--- src/rtl/dmem_arbiter_if.sv ---
`default_nettype none
// ============================================================================
//  Module   : dmem_arbiter_if
//  Purpose  : Bundle of the two requester handshakes and the shared
//             data-memory command/response bus seen by dmem_arbiter.
//  Modports : slave  - arbiter view (samples requests and mem_rdata, drives
//                      grants, completions, read data, mem command, busy)
//             master - environment view (requesters plus memory read data)
//  Revision : 1.0  initial release
// ============================================================================
interface dmem_arbiter_if #(
    parameter int AW = 11,
    parameter int DW = 32
);
    // Master 0: CPU load/store path
    logic          m0_req;
    logic [AW-1:0] m0_addr;
    logic [DW-1:0] m0_wdata;
    logic [3:0]    m0_width;
    logic          m0_write;
    logic          m0_gnt;
    logic          m0_done;
    logic [DW-1:0] m0_rdata;

    // Master 1: serial loader / debug master
    logic          m1_req;
    logic [AW-1:0] m1_addr;
    logic [DW-1:0] m1_wdata;
    logic [3:0]    m1_width;
    logic          m1_write;
    logic          m1_gnt;
    logic          m1_done;
    logic [DW-1:0] m1_rdata;

    // Shared memory port
    logic [AW-1:0] mem_addr;
    logic [DW-1:0] mem_wdata;
    logic [3:0]    mem_width;
    logic          mem_write;
    logic [DW-1:0] mem_rdata;

    logic          busy;

    modport slave (
        input  m0_req, m0_addr, m0_wdata, m0_width, m0_write,
        output m0_gnt, m0_done, m0_rdata,
        input  m1_req, m1_addr, m1_wdata, m1_width, m1_write,
        output m1_gnt, m1_done, m1_rdata,
        output mem_addr, mem_wdata, mem_width, mem_write,
        input  mem_rdata,
        output busy
    );

    modport master (
        output m0_req, m0_addr, m0_wdata, m0_width, m0_write,
        input  m0_gnt, m0_done, m0_rdata,
        output m1_req, m1_addr, m1_wdata, m1_width, m1_write,
        input  m1_gnt, m1_done, m1_rdata,
        input  mem_addr, mem_wdata, mem_width, mem_write,
        output mem_rdata,
        input  busy
    );
endinterface
`default_nettype wire

--- src/rtl/dmem_arbiter.sv ---
`default_nettype none
// ============================================================================
//  Module   : dmem_arbiter
//  Purpose  : Round-robin two-master arbiter and sequencer for the shared
//             data-memory port. One transaction in flight at a time; each
//             access is a single-cycle command with read data captured a
//             fixed RD_LAT cycles later.
//  Ports    : clk    - system clock
//             rst_n  - synchronous active-low reset
//             bus    - dmem_arbiter_if.slave (requesters + memory bus + busy)
//  Revision : 1.0  initial release
// ============================================================================
module dmem_arbiter #(
    parameter int AW     = 11,
    parameter int DW     = 32,
    parameter int RD_LAT = 1     // 1..4
) (
    input  wire logic     clk,
    input  wire logic     rst_n,
    dmem_arbiter_if.slave bus
);

    typedef enum logic [1:0] {
        S_IDLE  = 2'd0,
        S_ISSUE = 2'd1,
        S_WAIT  = 2'd2,
        S_RESP  = 2'd3
    } state_t;

    localparam logic [1:0] c_cnt_init = 2'(RD_LAT - 1);

    state_t        state_q, state_d;
    logic          sel_q, sel_d;
    logic          last_grant_q, last_grant_d;
    logic [1:0]    cnt_q, cnt_d;
    logic [AW-1:0] addr_q, addr_d;
    logic [DW-1:0] wdata_q, wdata_d;
    logic [3:0]    width_q, width_d;
    logic          write_q, write_d;
    logic          mem_write_q, mem_write_d;
    logic          gnt0_q, gnt0_d, gnt1_q, gnt1_d;
    logic          done0_q, done0_d, done1_q, done1_d;
    logic [DW-1:0] rdata0_q, rdata0_d, rdata1_q, rdata1_d;
    logic          busy_q, busy_d;

    logic          w_arb_open;
    logic          w_any_req;
    logic          w_win;

    // The cycle carrying a done pulse is a turnaround cycle: requests are not
    // sampled, so a master sees its completion before the bus can be granted
    // again. This gives the RD_LAT+3 grant-to-grant spacing.
    assign w_arb_open = (state_q == S_IDLE) && !(done0_q || done1_q);
    assign w_any_req  = bus.m0_req || bus.m1_req;
    // Under contention the master that was not granted last wins.
    assign w_win      = (bus.m0_req && bus.m1_req) ? ~last_grant_q : bus.m1_req;

    always_comb begin
        state_d      = state_q;
        sel_d        = sel_q;
        last_grant_d = last_grant_q;
        cnt_d        = cnt_q;
        addr_d       = addr_q;
        wdata_d      = wdata_q;
        width_d      = width_q;
        write_d      = write_q;
        mem_write_d  = 1'b0;
        gnt0_d       = 1'b0;
        gnt1_d       = 1'b0;
        done0_d      = 1'b0;
        done1_d      = 1'b0;
        rdata0_d     = rdata0_q;
        rdata1_d     = rdata1_q;

        case (state_q)
            S_IDLE: begin
                if (w_arb_open && w_any_req) begin
                    sel_d       = w_win;
                    addr_d      = w_win ? bus.m1_addr  : bus.m0_addr;
                    wdata_d     = w_win ? bus.m1_wdata : bus.m0_wdata;
                    width_d     = w_win ? bus.m1_width : bus.m0_width;
                    write_d     = w_win ? bus.m1_write : bus.m0_write;
                    mem_write_d = w_win ? bus.m1_write : bus.m0_write;
                    gnt0_d      = ~w_win;
                    gnt1_d      = w_win;
                    state_d     = S_ISSUE;
                end
            end
            S_ISSUE: begin
                last_grant_d = sel_q;
                cnt_d        = c_cnt_init;
                state_d      = (RD_LAT == 1) ? S_RESP : S_WAIT;
            end
            S_WAIT: begin
                // Entered with RD_LAT-1; leave as the count reaches zero so
                // exactly RD_LAT-1 wait cycles separate ISSUE from RESP.
                cnt_d = cnt_q - 2'd1;
                if (cnt_q == 2'd1) begin
                    state_d = S_RESP;
                end
            end
            S_RESP: begin
                if (!write_q) begin
                    if (sel_q) rdata1_d = bus.mem_rdata;
                    else       rdata0_d = bus.mem_rdata;
                end
                done0_d = ~sel_q;
                done1_d = sel_q;
                state_d = S_IDLE;
            end
            default: state_d = S_IDLE;
        endcase
    end

    assign busy_d = (state_d != S_IDLE);

    always_ff @(posedge clk) begin
        if (!rst_n) begin
            state_q      <= S_IDLE;
            sel_q        <= 1'b0;
            last_grant_q <= 1'b1;
            cnt_q        <= 2'd0;
            addr_q       <= '0;
            wdata_q      <= '0;
            width_q      <= 4'd0;
            write_q      <= 1'b0;
            mem_write_q  <= 1'b0;
            gnt0_q       <= 1'b0;
            gnt1_q       <= 1'b0;
            done0_q      <= 1'b0;
            done1_q      <= 1'b0;
            rdata0_q     <= '0;
            rdata1_q     <= '0;
            busy_q       <= 1'b0;
        end else begin
            state_q      <= state_d;
            sel_q        <= sel_d;
            last_grant_q <= last_grant_d;
            cnt_q        <= cnt_d;
            addr_q       <= addr_d;
            wdata_q      <= wdata_d;
            width_q      <= width_d;
            write_q      <= write_d;
            mem_write_q  <= mem_write_d;
            gnt0_q       <= gnt0_d;
            gnt1_q       <= gnt1_d;
            done0_q      <= done0_d;
            done1_q      <= done1_d;
            rdata0_q     <= rdata0_d;
            rdata1_q     <= rdata1_d;
            busy_q       <= busy_d;
        end
    end

    // Command registers hold in IDLE so the downstream read mux stays stable.
    assign bus.mem_addr  = addr_q;
    assign bus.mem_wdata = wdata_q;
    assign bus.mem_width = width_q;
    assign bus.mem_write = mem_write_q;
    assign bus.m0_gnt    = gnt0_q;
    assign bus.m1_gnt    = gnt1_q;
    assign bus.m0_done   = done0_q;
    assign bus.m1_done   = done1_q;
    assign bus.m0_rdata  = rdata0_q;
    assign bus.m1_rdata  = rdata1_q;
    assign bus.busy      = busy_q;

endmodule
`default_nettype wire

--- src/flat_wrapper.sv ---
// flat-port wrapper written by rule: the top's interface ports become plain ports
module dmem_arbiter_flat 
#(
    parameter int AW     = 11,
    parameter int DW     = 32,
    parameter int RD_LAT = 1            
)
  (clk, rst_n, bus_m0_req, bus_m0_addr, bus_m0_wdata, bus_m0_width, bus_m0_write, bus_m0_gnt, bus_m0_done, bus_m0_rdata, bus_m1_req, bus_m1_addr, bus_m1_wdata, bus_m1_width, bus_m1_write, bus_m1_gnt, bus_m1_done, bus_m1_rdata, bus_mem_addr, bus_mem_wdata, bus_mem_width, bus_mem_write, bus_mem_rdata, bus_busy);
  dmem_arbiter_if #(.AW(AW), .DW(DW)) bus_i ();
  input  wire logic clk;
  input  wire logic rst_n;
  input wire logic [$bits(bus_i.m0_req)-1:0] bus_m0_req;
  input wire logic [$bits(bus_i.m0_addr)-1:0] bus_m0_addr;
  input wire logic [$bits(bus_i.m0_wdata)-1:0] bus_m0_wdata;
  input wire logic [$bits(bus_i.m0_width)-1:0] bus_m0_width;
  input wire logic [$bits(bus_i.m0_write)-1:0] bus_m0_write;
  output wire logic [$bits(bus_i.m0_gnt)-1:0] bus_m0_gnt;
  output wire logic [$bits(bus_i.m0_done)-1:0] bus_m0_done;
  output wire logic [$bits(bus_i.m0_rdata)-1:0] bus_m0_rdata;
  input wire logic [$bits(bus_i.m1_req)-1:0] bus_m1_req;
  input wire logic [$bits(bus_i.m1_addr)-1:0] bus_m1_addr;
  input wire logic [$bits(bus_i.m1_wdata)-1:0] bus_m1_wdata;
  input wire logic [$bits(bus_i.m1_width)-1:0] bus_m1_width;
  input wire logic [$bits(bus_i.m1_write)-1:0] bus_m1_write;
  output wire logic [$bits(bus_i.m1_gnt)-1:0] bus_m1_gnt;
  output wire logic [$bits(bus_i.m1_done)-1:0] bus_m1_done;
  output wire logic [$bits(bus_i.m1_rdata)-1:0] bus_m1_rdata;
  output wire logic [$bits(bus_i.mem_addr)-1:0] bus_mem_addr;
  output wire logic [$bits(bus_i.mem_wdata)-1:0] bus_mem_wdata;
  output wire logic [$bits(bus_i.mem_width)-1:0] bus_mem_width;
  output wire logic [$bits(bus_i.mem_write)-1:0] bus_mem_write;
  input wire logic [$bits(bus_i.mem_rdata)-1:0] bus_mem_rdata;
  output wire logic [$bits(bus_i.busy)-1:0] bus_busy;
  assign bus_i.m0_req = bus_m0_req;
  assign bus_i.m0_addr = bus_m0_addr;
  assign bus_i.m0_wdata = bus_m0_wdata;
  assign bus_i.m0_width = bus_m0_width;
  assign bus_i.m0_write = bus_m0_write;
  assign bus_m0_gnt = bus_i.m0_gnt;
  assign bus_m0_done = bus_i.m0_done;
  assign bus_m0_rdata = bus_i.m0_rdata;
  assign bus_i.m1_req = bus_m1_req;
  assign bus_i.m1_addr = bus_m1_addr;
  assign bus_i.m1_wdata = bus_m1_wdata;
  assign bus_i.m1_width = bus_m1_width;
  assign bus_i.m1_write = bus_m1_write;
  assign bus_m1_gnt = bus_i.m1_gnt;
  assign bus_m1_done = bus_i.m1_done;
  assign bus_m1_rdata = bus_i.m1_rdata;
  assign bus_mem_addr = bus_i.mem_addr;
  assign bus_mem_wdata = bus_i.mem_wdata;
  assign bus_mem_width = bus_i.mem_width;
  assign bus_mem_write = bus_i.mem_write;
  assign bus_i.mem_rdata = bus_mem_rdata;
  assign bus_busy = bus_i.busy;
  dmem_arbiter #(.AW(AW), .DW(DW), .RD_LAT(RD_LAT)) u_core (.clk(clk), .rst_n(rst_n), .bus(bus_i));
endmodule
--- config.mk ---
export PLATFORM = sky130hd
export DESIGN_NAME = dmem_arbiter_flat
export DESIGN_NICKNAME = d
export VERILOG_FILES = /design/src/rtl/dmem_arbiter_if.sv /design/src/rtl/dmem_arbiter.sv /design/src/flat_wrapper.sv
export SDC_FILE = /design/constraint.sdc
export NUM_CORES = 1
export LEC_CHECK = 0
export CAP_MARGIN = 20
export CELL_PAD_IN_SITES_DETAIL_PLACEMENT = 1
export CELL_PAD_IN_SITES_GLOBAL_PLACEMENT = 1
export CORE_ASPECT_RATIO = 0.7
export CORE_MARGIN = 3
export CORE_UTILIZATION = 30
export CTS_BUF_LIST = sky130_fd_sc_hd__clkbuf_8
export DETAILED_ROUTE_END_ITERATION = 8
export HOLD_SLACK_MARGIN = 0.08
export PLACE_DENSITY_LB_ADDON = 0.3
export SETUP_SLACK_MARGIN = 0.05
export SLEW_MARGIN = 10
export SYNTH_ARGS = -nofsm -noshare
export SYNTH_HDL_FRONTEND = slang
export SYNTH_SLANG_ARGS = --single-unit
--- constraint.sdc ---
create_clock -name clk -period 3.25 [get_ports clk]
set_input_delay 0.65 -clock clk [delete_from_list [all_inputs] [get_ports clk]]
set_output_delay 0.65 -clock clk [all_outputs]
set_load 0.01 [all_outputs]
* After elaboration in Yosys (flattened, before gate mapping)
Cells that the tools add are included.
** Cells by class
- Reduce and logical (&&, ||, !) cells :: 14
- Mux-type cells :: 9
- Bitwise logic cells :: 4
- Add/sub/neg operators :: 1
- Equal/unequal tests :: 4
** Operator list (number)
- $mux 32 :: 1
- $mux 11 :: 1
- $reduce_and 3->1 :: 3
- $pmux 2 s4 :: 1
- $eq 2x1->1 const B :: 2
- $eq 2x2->1 const B :: 2
- $mux 2 :: 2
- $mux 4 :: 1
- $not 1->1 :: 4
- $pmux 2 s2 :: 1
- $reduce_and 2->1 :: 2
- $reduce_bool 2->1 :: 2
- $logic_and 1x1->1 :: 3
- $logic_not 2->1 :: 1
- $logic_or 1x1->1 :: 2
- $mux 1 :: 2
- $sub 2x1->2 const B :: 1
- $logic_not 1->1 :: 1
** Storage, ports and cells
- Word-level logic and storage cells :: 48
- Input bits :: 132
- Register bits after elaboration :: 124

* Longest topological paths before layout
Gate-level depths: netlist of run 1.
- Word-level depth :: 7
- Mapped depth :: 8
- Depth with buffers taken out :: 5

* Worst setup path before layout of run 1
Ideal clock, no wire load.
- Path kind :: reg2reg
- From :: reg u_core.state_q[0]
- To :: reg u_core.addr_q[0], in the netlist u_core.bus.mem_addr[0]
- Stages on the path, launching flop included :: 9
- Data arrival time :: 1.708 ns
- Period minus slack after synthesis :: 1.833 ns
- Slack :: 1.417 ns
- Setup time :: 0.125 ns
- Cell sequence :: dfxtp_1 -> inv_1 -> ha_1 -> or3b_1 -> clkbuf_1 -> buf_2 -> clkbuf_1 -> nor3_1 -> a211oi_2
** Between the ends
- Word-level cells in the longest chain between the ends :: 4
** Ends and longest elaborated chain
- start: declaration :: RTL line dmem_arbiter.sv:32 : state_t state_q, state_d;
- start signal: assignment :: RTL line dmem_arbiter.sv:136 : state_q <= state_d;
- $logic_not 2->1 (*) :: RTL line dmem_arbiter.sv:53, dmem_arbiter.sv:75
- $logic_and 1x1->1 :: RTL line dmem_arbiter.sv:53 : assign w_arb_open = (state_q == S_IDLE) && !(done0_q || done1_q);
- $logic_and 1x1->1 :: RTL line dmem_arbiter.sv:77 : if (w_arb_open && w_any_req) begin
- $reduce_and 2->1 (no source line) (*)
- end signal: assignment :: RTL line dmem_arbiter.sv:140 : addr_q <= addr_d;
- end: declaration :: RTL line dmem_arbiter.sv:36 : logic [AW-1:0] addr_q, addr_d;
Mark *: on every way between the ends. The rest lies on a longest branch, timed or not.
A chain may end at the register's enable or synchronous reset.

* Worst setup path in the final report of run 1
- From :: reg u_core.state_q[0]
- To :: reg u_core.wdata_q[16], in the netlist u_core.bus.mem_wdata[16]
** Between the ends
- Word-level cells in the longest chain between the ends :: 4
** Ends and longest elaborated chain
- $logic_not 2->1 (*) :: RTL line dmem_arbiter.sv:53, dmem_arbiter.sv:75
- $logic_and 1x1->1 :: RTL line dmem_arbiter.sv:53
- $logic_and 1x1->1 :: RTL line dmem_arbiter.sv:77
- $reduce_and 2->1 (no source line) (*)
- end signal: assignment :: RTL line dmem_arbiter.sv:141 : wdata_q <= wdata_d;
- end: declaration :: RTL line dmem_arbiter.sv:37 : logic [DW-1:0] wdata_q, wdata_d;
Marked as above.

==> flow_metrics.py, run 1 <==
metrics = {
    "synth": {
        "synthDominantCellAreaShare_pct": 48.6,
        "synthTopCellsByArea": "dfxtp_1, nand2_1, a211oi_2, nor3_1, a21oi_1",
        "synth-seq-cells": 124,
        "ys_seq_area_share_pct": 48.6,
        "syn_nets": 747,
        "synthMuxAreaShare_pct": 0.392,
        "syn_area_um2": 5110,
        "synth-xor-area-share_pct": 0,
        "syn_inst": 610,
        "synth_top_area_cell": "dfxtp_1",
        "yosys_warnings": 0,
        "synth-adder-area-share_pct": 1.22,
        "ys_types": 29,
        "synthSimpleGateAreaFrac_pct": 25.5,
        "synth_top_family_by_area": "simple AND/OR/NAND/NOR gates",
        "synth_compound_area_share_pct": 19.1,
        "avgSynthCellArea_um2": 8.38,
    },
    "placed_design": {
        "detailed_place.area_um2": 7770,
        "hpwlAfterDp_mm": 13.8,
        "io_buffer_count": 248,
        "place_congestion": 0.852,
    },
    "cells_and_area": {
        "finish.utilization_pct": 49.5,
        "fin_area_um2": 8160,
        "layout_common_cells": "clkdlybuf4s50_1, nand2_1, dfxtp_1",
        "layout.nets": 973,
        "layout_commonest_cell": "clkdlybuf4s50_1",
        "area.growth.synth_to_final_pct": 59.8,
        "layout-drive-gt1-share_pct": 12.1,
        "n_antenna_cell": 0,
    },
    "drt": {
        "routed_wirelength_mm": 19.1,
        "dr.pass1.iters": 4,
        "drtIter0Drc": 239,
        "ant_nets": 0,
        "routedWlPerCell_um": 17.8,
        "drc": 0,
        "post_drt_via_cell_ratio": 4.89,
        "num_vias": 5254,
    },
    "timing": {
        "fin_setup_tns_ns": 0,
        "fin_crit_sh_pct": 69.9,
        "hold_viol_final": 0,
        "setup_viol": 0,
        "grt_setup_unrepaired": "no",
        "report.final.slew_viol_count": 0,
        "fin_skew_ns": 0.0164,
        "tightest_slew_ns": 0.761,
        "slew_headroom_pct": 49.3,
        "period_needed_ns": 2.27,
        "fmax_ghz": 0.440,
    },
    "global_route": {
        "grt-ovfl-total": 0,
        "track_usage_pct": 20.4,
        "antenna_found_initial": 0,
        "grt_pass1_vias": 5721,
        "grt_pass1_wl_mm": 30.4,
        "grt_max_degree": 54,
    },
    "die": {
        "die_h_um": 115,
        "start_util_pct": 31.0,
        "io_pins": 249,
        "core_area_um2": 16500,
        "fp.dieW_um": 162,
        "row_count": 39,
        "die_area_um2": 18700,
    },
    "clocking": {
        "path_clk_slew_ns": 0.08,
        "cts_max_level": 4,
        "cts_tree": "done",
        "clk_path_buf_depth": 2,
        "cts_root_buf": "clkbuf_8",
        "cts_resized": 0,
        "insertion_delay_ns": 0.44,
        "post_cts_buffers": 0,
        "cts_buffers": 17,
        "cts_sinks": 124,
        "postCtsHoldBufs": 0,
    },
    "power_and_ir_drop": {
        "ir_drop_uv": 407,
        "power_density_nw_per_um2": 742,
        "leakagePower_nw": 2.76,
    },
    "run_status": {
        "status": "finished, final reports clean",
    },
    "critical_path": {
        "slowest_delay_ns": 0.55,
        "worstPathCellList": "inv_1 -> ha_1 -> or3b_1 -> or2_2 -> buf_4 -> a211oi_2",
        "reg2reg_to": "u_core.bus.mem_wdata[16]$_SDFFE_PN0P_",
        "start_kind": "register",
        "path_depth": 6,
        "crit_slowest_cell": "or2_2",
        "r2r_setup_slack_ns": 0.98,
        "critical_path_arrival_ns": 2.63,
        "setup.worst_path.end_class": "register",
        "startpoint": "u_core.state_q[0]$_SDFF_PN0_",
        "critical_path_class": "register to register",
        "r2r_cells": 6,
        "crit_buf_inv": 2,
        "required_ns": 3.61,
        "timing.critical_path.max_delay_family": "simple AND/OR/NAND/NOR gates",
        "worstPathMaxFanout": 18,
        "reg2reg_from": "u_core.state_q[0]$_SDFF_PN0_",
        "worstSetupEndpoint": "u_core.bus.mem_wdata[16]$_SDFFE_PN0P_",
    },
    "run": {
        "cap_violations": 0,
    },
    "hold_path": {
        "hold_path.class": "register to register",
    },
}
## how the worst min path moves through the flow
stage               depth (start not counted)                             endpoint                                start
global route                                2  u_core.bus.m1_rdata[2]$_SDFFE_PN0P_  u_core.bus.m1_rdata[2]$_SDFFE_PN0P_
global placement                            2  u_core.bus.m1_rdata[8]$_SDFFE_PN0P_  u_core.bus.m1_rdata[8]$_SDFFE_PN0P_
detailed placement                          2  u_core.bus.m1_rdata[2]$_SDFFE_PN0P_  u_core.bus.m1_rdata[2]$_SDFFE_PN0P_
CTS                                         2  u_core.bus.m1_rdata[2]$_SDFFE_PN0P_  u_core.bus.m1_rdata[2]$_SDFFE_PN0P_
floorplan                                   2         u_core.cnt_q[1]$_SDFFE_PN0P_         u_core.cnt_q[1]$_SDFFE_PN0P_
finish                                      2  u_core.bus.m1_rdata[2]$_SDFFE_PN0P_  u_core.bus.m1_rdata[2]$_SDFFE_PN0P_
## synthesized netlist by cell type
cell and instances:
ha_1 5, nor2b_1 3, or2_2 1, nand4bb_1 1
or3b_2 1, clkinv_1 1, nand2b_1 2, a21bo_2 1
or3b_1 1, nor2_1 5, nand3_1 1, dfxtp_1 124
nand2_1 179, and3b_1 1, nand3b_1 2, or2_1 1
nor3b_1 2, nor3_1 97, mux2i_1 2, clkbuf_1 48
o21ai_0 3, a221oi_1 2, a211oi_2 48, buf_2 2
buf_6 5, and3_1 1, inv_1 3, a21oi_1 67
and2_1 1
## stage by stage
| stage | power [W] | std cells | hold WS [ns] | setup slack [ns] |
|---|---|---|---|---|
| global placement | 0.00462 | 1042 | 0.442 | 0.914 |
| CTS | 0.00613 | 1074 | 0.460 | 0.967 |
| detailed placement | 0.00474 | 1042 | 0.450 | 0.750 |
| global route | 0.00643 | 1074 | 0.480 | 0.882 |
| floorplan | 0.00348 | 610 | 0.445 | 1.42 |
| finish | 0.00606 | 1074 | 0.455 | 0.979 |
## worst register-to-register path, stage by stage, from the launching register on
cell      delay [ns]
dfxtp_1         0.37
inv_1           0.10
ha_1            0.26
or3b_1          0.41
or2_2           0.55
buf_4           0.30
a211oi_2        0.20
## cell type report
cell class / instances / area (µm²)
timing repair buffer: 262 / 2610
tap: 225 / 282
clock buffer: 18 / 248
sequential: 124 / 2480
multi-input combinational: 427 / 2380
inverter: 4 / 15.0
fill: 1934 / 8330
clock inverter: 14 / 146
## cells by family (layout without fill, tap and decap cells)
| family | after synthesis | count (layout) |
|---|---|---|
| AO/OA/AOI/OAI | 121 | 121 |
| multiplexers | 2 | 2 |
| adder cells (fa/ha/maj) | 5 | 5 |
| AND/OR/NAND/NOR | 299 | 299 |
| buffers and inverters | 59 | 298 |
| flip-flops | 124 | 124 |
## report_power, final
group	internal, W	total [W]	switching [W]
Sequential	0.00192	0.00216	0.000245
Clock	0.000700	0.00136	0.000664
Combinational	0.00125	0.00253	0.00127
Total	0.00387	0.00606	0.00218
## state kept, by name, summed over array words and instances, names as in the netlist
| signal | count |
|---|---|
| u_core.bus.m1_gnt | 1 |
| u_core.write_q | 1 |
| u_core.bus.m0_gnt | 1 |
| u_core.bus.mem_write | 1 |
| u_core.bus.m0_done | 1 |
| u_core.state_q | 2 |
| u_core.bus.busy | 1 |
| u_core.bus.mem_width | 4 |
| u_core.sel_q | 1 |
| u_core.bus.m0_rdata | 32 |
| u_core.bus.mem_addr | 11 |
| u_core.bus.m1_rdata | 32 |
| u_core.bus.m1_done | 1 |
| u_core.cnt_q | 2 |
| u_core.bus.mem_wdata | 32 |
| u_core.last_grant_q | 1 |
## routing by layer
layer  global-route usage (%)  routed length (µm)  up-vias
met2                     34.5                8970      170
met5                        0                   0        -
li1                         -                   -     2532
met3                     5.83                1140       34
met1                     25.2                8570     2518
met4                     7.27                 420        0
(Power assumes the default switching activity.)
==> run 2: changes to the inputs <==
--- a/config.mk
+++ b/config.mk
@@ -10,7 +10,7 @@
 export CELL_PAD_IN_SITES_GLOBAL_PLACEMENT = 1
 export CORE_ASPECT_RATIO = 0.7
 export CORE_MARGIN = 3
-export CORE_UTILIZATION = 30
+export CORE_UTILIZATION = 29
 export CTS_BUF_LIST = sky130_fd_sc_hd__clkbuf_8
 export DETAILED_ROUTE_END_ITERATION = 8
 export HOLD_SLACK_MARGIN = 0.08
==> constraint.sdc (replaced) <==
create_clock -name clk -period 2.1 [get_ports clk]
set_input_delay 0.42 -clock clk [delete_from_list [all_inputs] [get_ports clk]]
set_output_delay 0.42 -clock clk [all_outputs]
set_load 0.01 [all_outputs]
==> run 2 against run 1 <==
Hold slack got worse by 0.16 ns. Final cell count rose by 0.37%. Count of clock-buffer cells in the layout did not move. First-iteration DRC count rose by 5.0%. Critical path depth did not move. Die area rose by 3.3%. Maximum frequency rose by 19%.
==> flow_metrics.py, run 2 (synthesized netlist as in run 1, its figures left out) <==
metrics = {
    "power_and_ir_drop": {
        "power_density_nw_per_um2": 1200,
        "leakagePower_nw": 2.85,
        "ir_drop_uv": 619,
    },
    "clocking": {
        "cts_resized": 1,
        "post_cts_buffers": 0,
        "cts_buffers": 17,
        "cts_sinks": 124,
        "postCtsHoldBufs": 0,
        "insertion_delay_ns": 0.44,
        "path_clk_slew_ns": 0.07,
        "cts_root_buf": "clkbuf_8",
        "clk_path_buf_depth": 2,
        "cts_max_level": 4,
        "cts_tree": "done",
    },
    "drt": {
        "drtIter0Drc": 251,
        "num_vias": 5305,
        "routed_wirelength_mm": 19.4,
        "post_drt_via_cell_ratio": 4.92,
        "drc": 0,
        "routedWlPerCell_um": 18.0,
        "dr.pass1.iters": 4,
        "ant_nets": 0,
    },
    "placed_design": {
        "hpwlAfterDp_mm": 14.3,
        "io_buffer_count": 248,
        "place_congestion": 0.836,
    },
    "cells_and_area": {
        "n_antenna_cell": 0,
        "finish.utilization_pct": 49.6,
        "area.growth.synth_to_final_pct": 63.0,
        "layout-drive-gt1-share_pct": 12.7,
        "layout_common_cells": "clkdlybuf4s50_1, nand2_1, dfxtp_1",
        "layout_commonest_cell": "clkdlybuf4s50_1",
        "final.fill_count": 1937,
        "layout.nets": 977,
    },
    "timing": {
        "report.final.slew_viol_count": 0,
        "grt_setup_unrepaired": "no",
        "fin_setup_tns_ns": 0,
        "slew_headroom_pct": 69.0,
        "hold_viol_final": 0,
        "tightest_slew_ns": 0.465,
        "fmax_ghz": 0.523,
        "fin_crit_sh_pct": 91.1,
        "fin_skew_ns": 0.0103,
        "setup_viol": 0,
        "period_needed_ns": 1.91,
    },
    "critical_path": {
        "start_kind": "register",
        "required_ns": 2.45,
        "critical_path_class": "register to register",
        "r2r_setup_slack_ns": 0.19,
        "crit_slowest_cell": "or3b_2",
        "r2r_cells": 6,
        "setup.worst_path.end_class": "register",
        "worstPathCellList": "inv_1 -> ha_1 -> or3b_2 -> or2_4 -> buf_12 -> a211oi_2",
        "critical_path_arrival_ns": 2.26,
        "reg2reg_from": "u_core.state_q[0]$_SDFF_PN0_",
        "slowest_delay_ns": 0.49,
        "crit_buf_inv": 2,
        "startpoint": "u_core.state_q[0]$_SDFF_PN0_",
        "worstPathMaxFanout": 26,
        "timing.critical_path.max_delay_family": "simple AND/OR/NAND/NOR gates",
        "reg2reg_to": "u_core.bus.mem_wdata[24]$_SDFFE_PN0P_",
    },
    "run": {
        "cap_violations": 0,
    },
    "global_route": {
        "grt-ovfl-total": 0,
        "grt_pass1_vias": 5697,
        "grt_max_degree": 65,
        "antenna_found_initial": 0,
        "track_usage_pct": 19.9,
        "grt_pass1_wl_mm": 30.1,
    },
    "die": {
        "die_area_um2": 19300,
        "die_h_um": 117,
        "row_count": 39,
        "fp.dieW_um": 165,
        "core_area_um2": 16800,
        "start_util_pct": 30.4,
        "io_pins": 249,
    },
    "hold_path": {
        "holdPathStages": 3,
        "min_from": "rst_n",
        "hold_path.class": "input port to register",
        "min_delay_worst_endpoint": "u_core.bus.m1_gnt$_SDFF_PN0_",
    },
    "run_status": {
        "status": "finished, final reports clean",
    },
}
run 2: cell types whose count changed in the layout (fill, tap and decap cells not counted), sizes merged:
| cell | previous run | this run |
|---|---|---|
| buf | 15 | 19 |
| clkinvlp | 6 | 3 |
| clkinv | 5 | 2 |
| inv | 5 | 7 |
| bufinv | 2 | 6 |
run 2: how the worst max path moves through the flow:
stage / slack [ns] / cells past startpoint / end
floorplan: 0.27 / 8 / u_core.bus.mem_addr[0]$_SDFFE_PN0P_
global placement: 0.14 / 5 / u_core.bus.mem_wdata[0]$_SDFFE_PN0P_
detailed placement: 0.02 / 6 / u_core.bus.mem_wdata[12]$_SDFFE_PN0P_
CTS: 0.08 / 6 / u_core.bus.mem_wdata[12]$_SDFFE_PN0P_
global route: 0.09 / 6 / u_core.bus.mem_addr[1]$_SDFFE_PN0P_
finish: 0.19 / 6 / u_core.bus.mem_wdata[24]$_SDFFE_PN0P_
run 2: stage by stage:
step                cells  setup slack (ns)  power [W]  hold WS, ns  instance area [µm²]
finish               1078             0.188    0.00997        0.290                 8330
global route         1078            0.0876     0.0106        0.281                 8330
CTS                  1078            0.0847     0.0101        0.238                 8320
detailed placement   1046            0.0242    0.00744        0.449                 7830
global placement     1046             0.144    0.00725        0.442                 7830
floorplan             610             0.267    0.00539        0.445                 5110
run 2: where the power goes:
group          leakage, nW  switching [W]  internal, W  total (W)
combinational         1.60        0.00201      0.00203    0.00404
sequential            1.01       0.000373      0.00297    0.00334
clock                0.236        0.00101      0.00157    0.00258
run 2: area by class of cell:
type / instances / area [µm²] / area share (%)
clock buffer: 18 / 248 / 2.97
clock inverter: 14 / 239 / 2.87
inverter: 4 / 15.0 / 0.180
multi-input combinational: 427 / 2390 / 28.6
sequential: 124 / 2480 / 29.8
tap: 225 / 282 / 3.38
timing repair buffer: 266 / 2680 / 32.2
run 2: routing by layer:
metal / vias up / track usage [%] / routed length [µm]
met5: - / 0 / 0
met3: 18 / 7.84 / 1450
met1: 2586 / 23.8 / 8380
met2: 158 / 34.1 / 9300
met4: 0 / 4.75 / 253
li1: 2543 / - / -
run 2: worst register-to-register path: stages, from the launching register on:
cell and delay [ns]:
dfxtp_1 0.37, inv_1 0.11, ha_1 0.17, or3b_2 0.49
or2_4 0.30, buf_12 0.18, a211oi_2 0.22
==> run 3: changes to the inputs <==
--- a/config.mk
+++ b/config.mk
@@ -15,6 +15,7 @@
 export DETAILED_ROUTE_END_ITERATION = 8
 export HOLD_SLACK_MARGIN = 0.08
 export PLACE_DENSITY_LB_ADDON = 0.3
+export RECOVER_POWER = 100
 export SETUP_SLACK_MARGIN = 0.05
 export SLEW_MARGIN = 10
 export SYNTH_ARGS = -nofsm -noshare
==> run 3 against run 2 <==
Power is 4.7% lower. Cell area fell by 2.2%. Global-route usage stayed put. Via count hardly changed. First-iteration DRC count down 8.4%. Sequential share of layout area is 0.68 points higher. Die area did not move. Hold slack improved by 0.0017 ns. Sequential power hardly changed. Critical path type unchanged. Critical endpoint is now u_core.bus.mem_wdata[17]$_SDFFE_PN0P_.
==> flow_metrics.py, run 3 (synthesized netlist as in run 1, its figures left out) <==
metrics = {
    "clocking": {
        "post_cts_buffers": 0,
        "insertion_delay_ns": 0.43,
        "cts_buffers": 17,
        "cts_tree": "done",
        "cts_sinks": 124,
        "cts_max_level": 4,
        "cts_root_buf": "clkbuf_8",
        "path_clk_slew_ns": 0.07,
        "postCtsHoldBufs": 0,
        "clk_path_buf_depth": 2,
        "cts_resized": 1,
    },
    "timing": {
        "setup_viol": 0,
        "hold_viol_final": 0,
        "setup_ws_ns": 0.144,
        "fin_skew_ns": 0.0102,
        "report.final.slew_viol_count": 0,
        "period_needed_ns": 1.96,
        "fin_crit_sh_pct": 93.1,
        "fin_setup_tns_ns": 0,
        "tightest_slew_ns": 0.472,
        "fmax_ghz": 0.511,
        "slew_headroom_pct": 68.5,
        "grt_setup_unrepaired": "no",
    },
    "drt": {
        "post_drt_via_cell_ratio": 4.92,
        "drtIter0Drc": 230,
        "routed_wirelength_mm": 19.5,
        "drc": 0,
        "num_vias": 5307,
        "routedWlPerCell_um": 18.1,
        "ant_nets": 0,
        "dr.pass1.iters": 4,
    },
    "run_status": {
        "status": "finished, final reports clean",
    },
    "die": {
        "row_count": 39,
        "fp.dieW_um": 165,
        "core_area_um2": 16800,
        "io_pins": 249,
        "die_area_um2": 19300,
        "die_h_um": 117,
        "start_util_pct": 30.4,
    },
    "cells_and_area": {
        "n_antenna_cell": 0,
        "layout.nets": 977,
        "layout_common_cells": "nand2_1, clkdlybuf4s50_1, dfxtp_1",
        "area.growth.synth_to_final_pct": 59.4,
        "layout-drive-gt1-share_pct": 8.68,
        "layout_commonest_cell": "nand2_1",
    },
    "critical_path": {
        "worstPathMaxFanout": 26,
        "setup.worst_path.end_class": "register",
        "critical_path_arrival_ns": 2.29,
        "start_kind": "register",
        "startpoint": "u_core.state_q[0]$_SDFF_PN0_",
        "reg2reg_from": "u_core.state_q[0]$_SDFF_PN0_",
        "critical_path_class": "register to register",
        "r2r_cells": 6,
        "required_ns": 2.44,
    },
    "placed_design": {
        "place_congestion": 0.836,
        "hpwlAfterDp_mm": 14.3,
        "io_buffer_count": 248,
        "place_ws_ns": 0.0242,
    },
    "power_and_ir_drop": {
        "leakagePower_nw": 3.12,
        "power_density_nw_per_um2": 1170,
        "netSwitchingFraction_pct": 34.6,
        "clkPwrFrac_pct": 27.2,
        "pwr-share-comb_pct": 37.9,
        "p_sw_w": 0.00328,
        "ir_drop_uv": 584,
        "p_int_w": 0.00621,
        "p_seq_share_pct": 34.9,
    },
    "global_route": {
        "grt-ovfl-total": 0,
        "grt_pass1_wl_mm": 30.1,
        "track_usage_pct": 19.9,
        "grt_pass1_vias": 5697,
        "antenna_found_initial": 0,
        "grt_max_degree": 65,
    },
    "hold_path": {
        "min_from": "rst_n",
        "hold_path.class": "input port to register",
        "holdPathStages": 3,
    },
    "run": {
        "cap_violations": 0,
    },
}
run 3: changes by cell type in the layout (fill, tap and decap cells not counted), sizes merged:
cell           before  now
buf                19   17
clkdlybuf4s50     247  130
clkbuf             18   20
dlygate4sd3         0  117
run 3: critical path, cell delays in order, from the launching register on:
cell      delay (ns)
dfxtp_1         0.37
inv_1           0.11
ha_1            0.16
or3b_2          0.49
or2_4           0.28
buf_6           0.19
a211oi_1        0.25
run 3: final timing paths:
check | endpoint | slack, ns
setup reg to reg | u_core.bus.mem_wdata[17]$_SDFFE_PN0P_ | 0.14
hold / removal | u_core.bus.m1_gnt$_SDFF_PN0_ | 0.29
hold reg to reg | u_core.bus.m0_rdata[27]$_SDFFE_PN0P_ | 0.45
setup / recovery | u_core.bus.mem_wdata[17]$_SDFFE_PN0P_ | 0.14
run 3: per-layer routing:
metal  global-route usage (%)  part of all wire [%]
met2                     34.1                    48
met1                     23.8                    43
met3                     7.84                   7.6
met4                     4.75                   1.2
met5                        0                     0
run 3: power groups by stage:
stage          sequential, W  clock [W]  combinational, W
6_report             0.00332    0.00258           0.00360
5_1_grt              0.00340    0.00277           0.00391
4_1_cts              0.00335    0.00265           0.00407
3_5_place_dp         0.00339          0           0.00404
3_3_place_gp         0.00334          0           0.00391
2_1_floorplan        0.00358          0           0.00181
run 3: through the flow:
stage	util, %	instance area, µm²	std cells	hold slack [ns]	power (W)
2_1_floorplan	-	5110	610	0.445	0.00539
4_1_cts	49.5	8320	1078	0.238	0.0101
6_report	48.5	8140	1078	0.292	0.00949
3_5_place_dp	46.6	7830	1046	0.449	0.00744
3_3_place_gp	46.6	7830	1046	0.442	0.00725
5_1_grt	48.5	8140	1078	0.281	0.0101
run 3: layout make-up:
type,count,area (µm²)
Sequential cell,124,2480
Timing Repair Buffer,266,2660
Tap cell,225,282
Multi-Input combinational cell,427,2220
Clock inverter,14,239
Clock buffer,18,248
Fill cell,1963,8640
Inverter,4,15.0
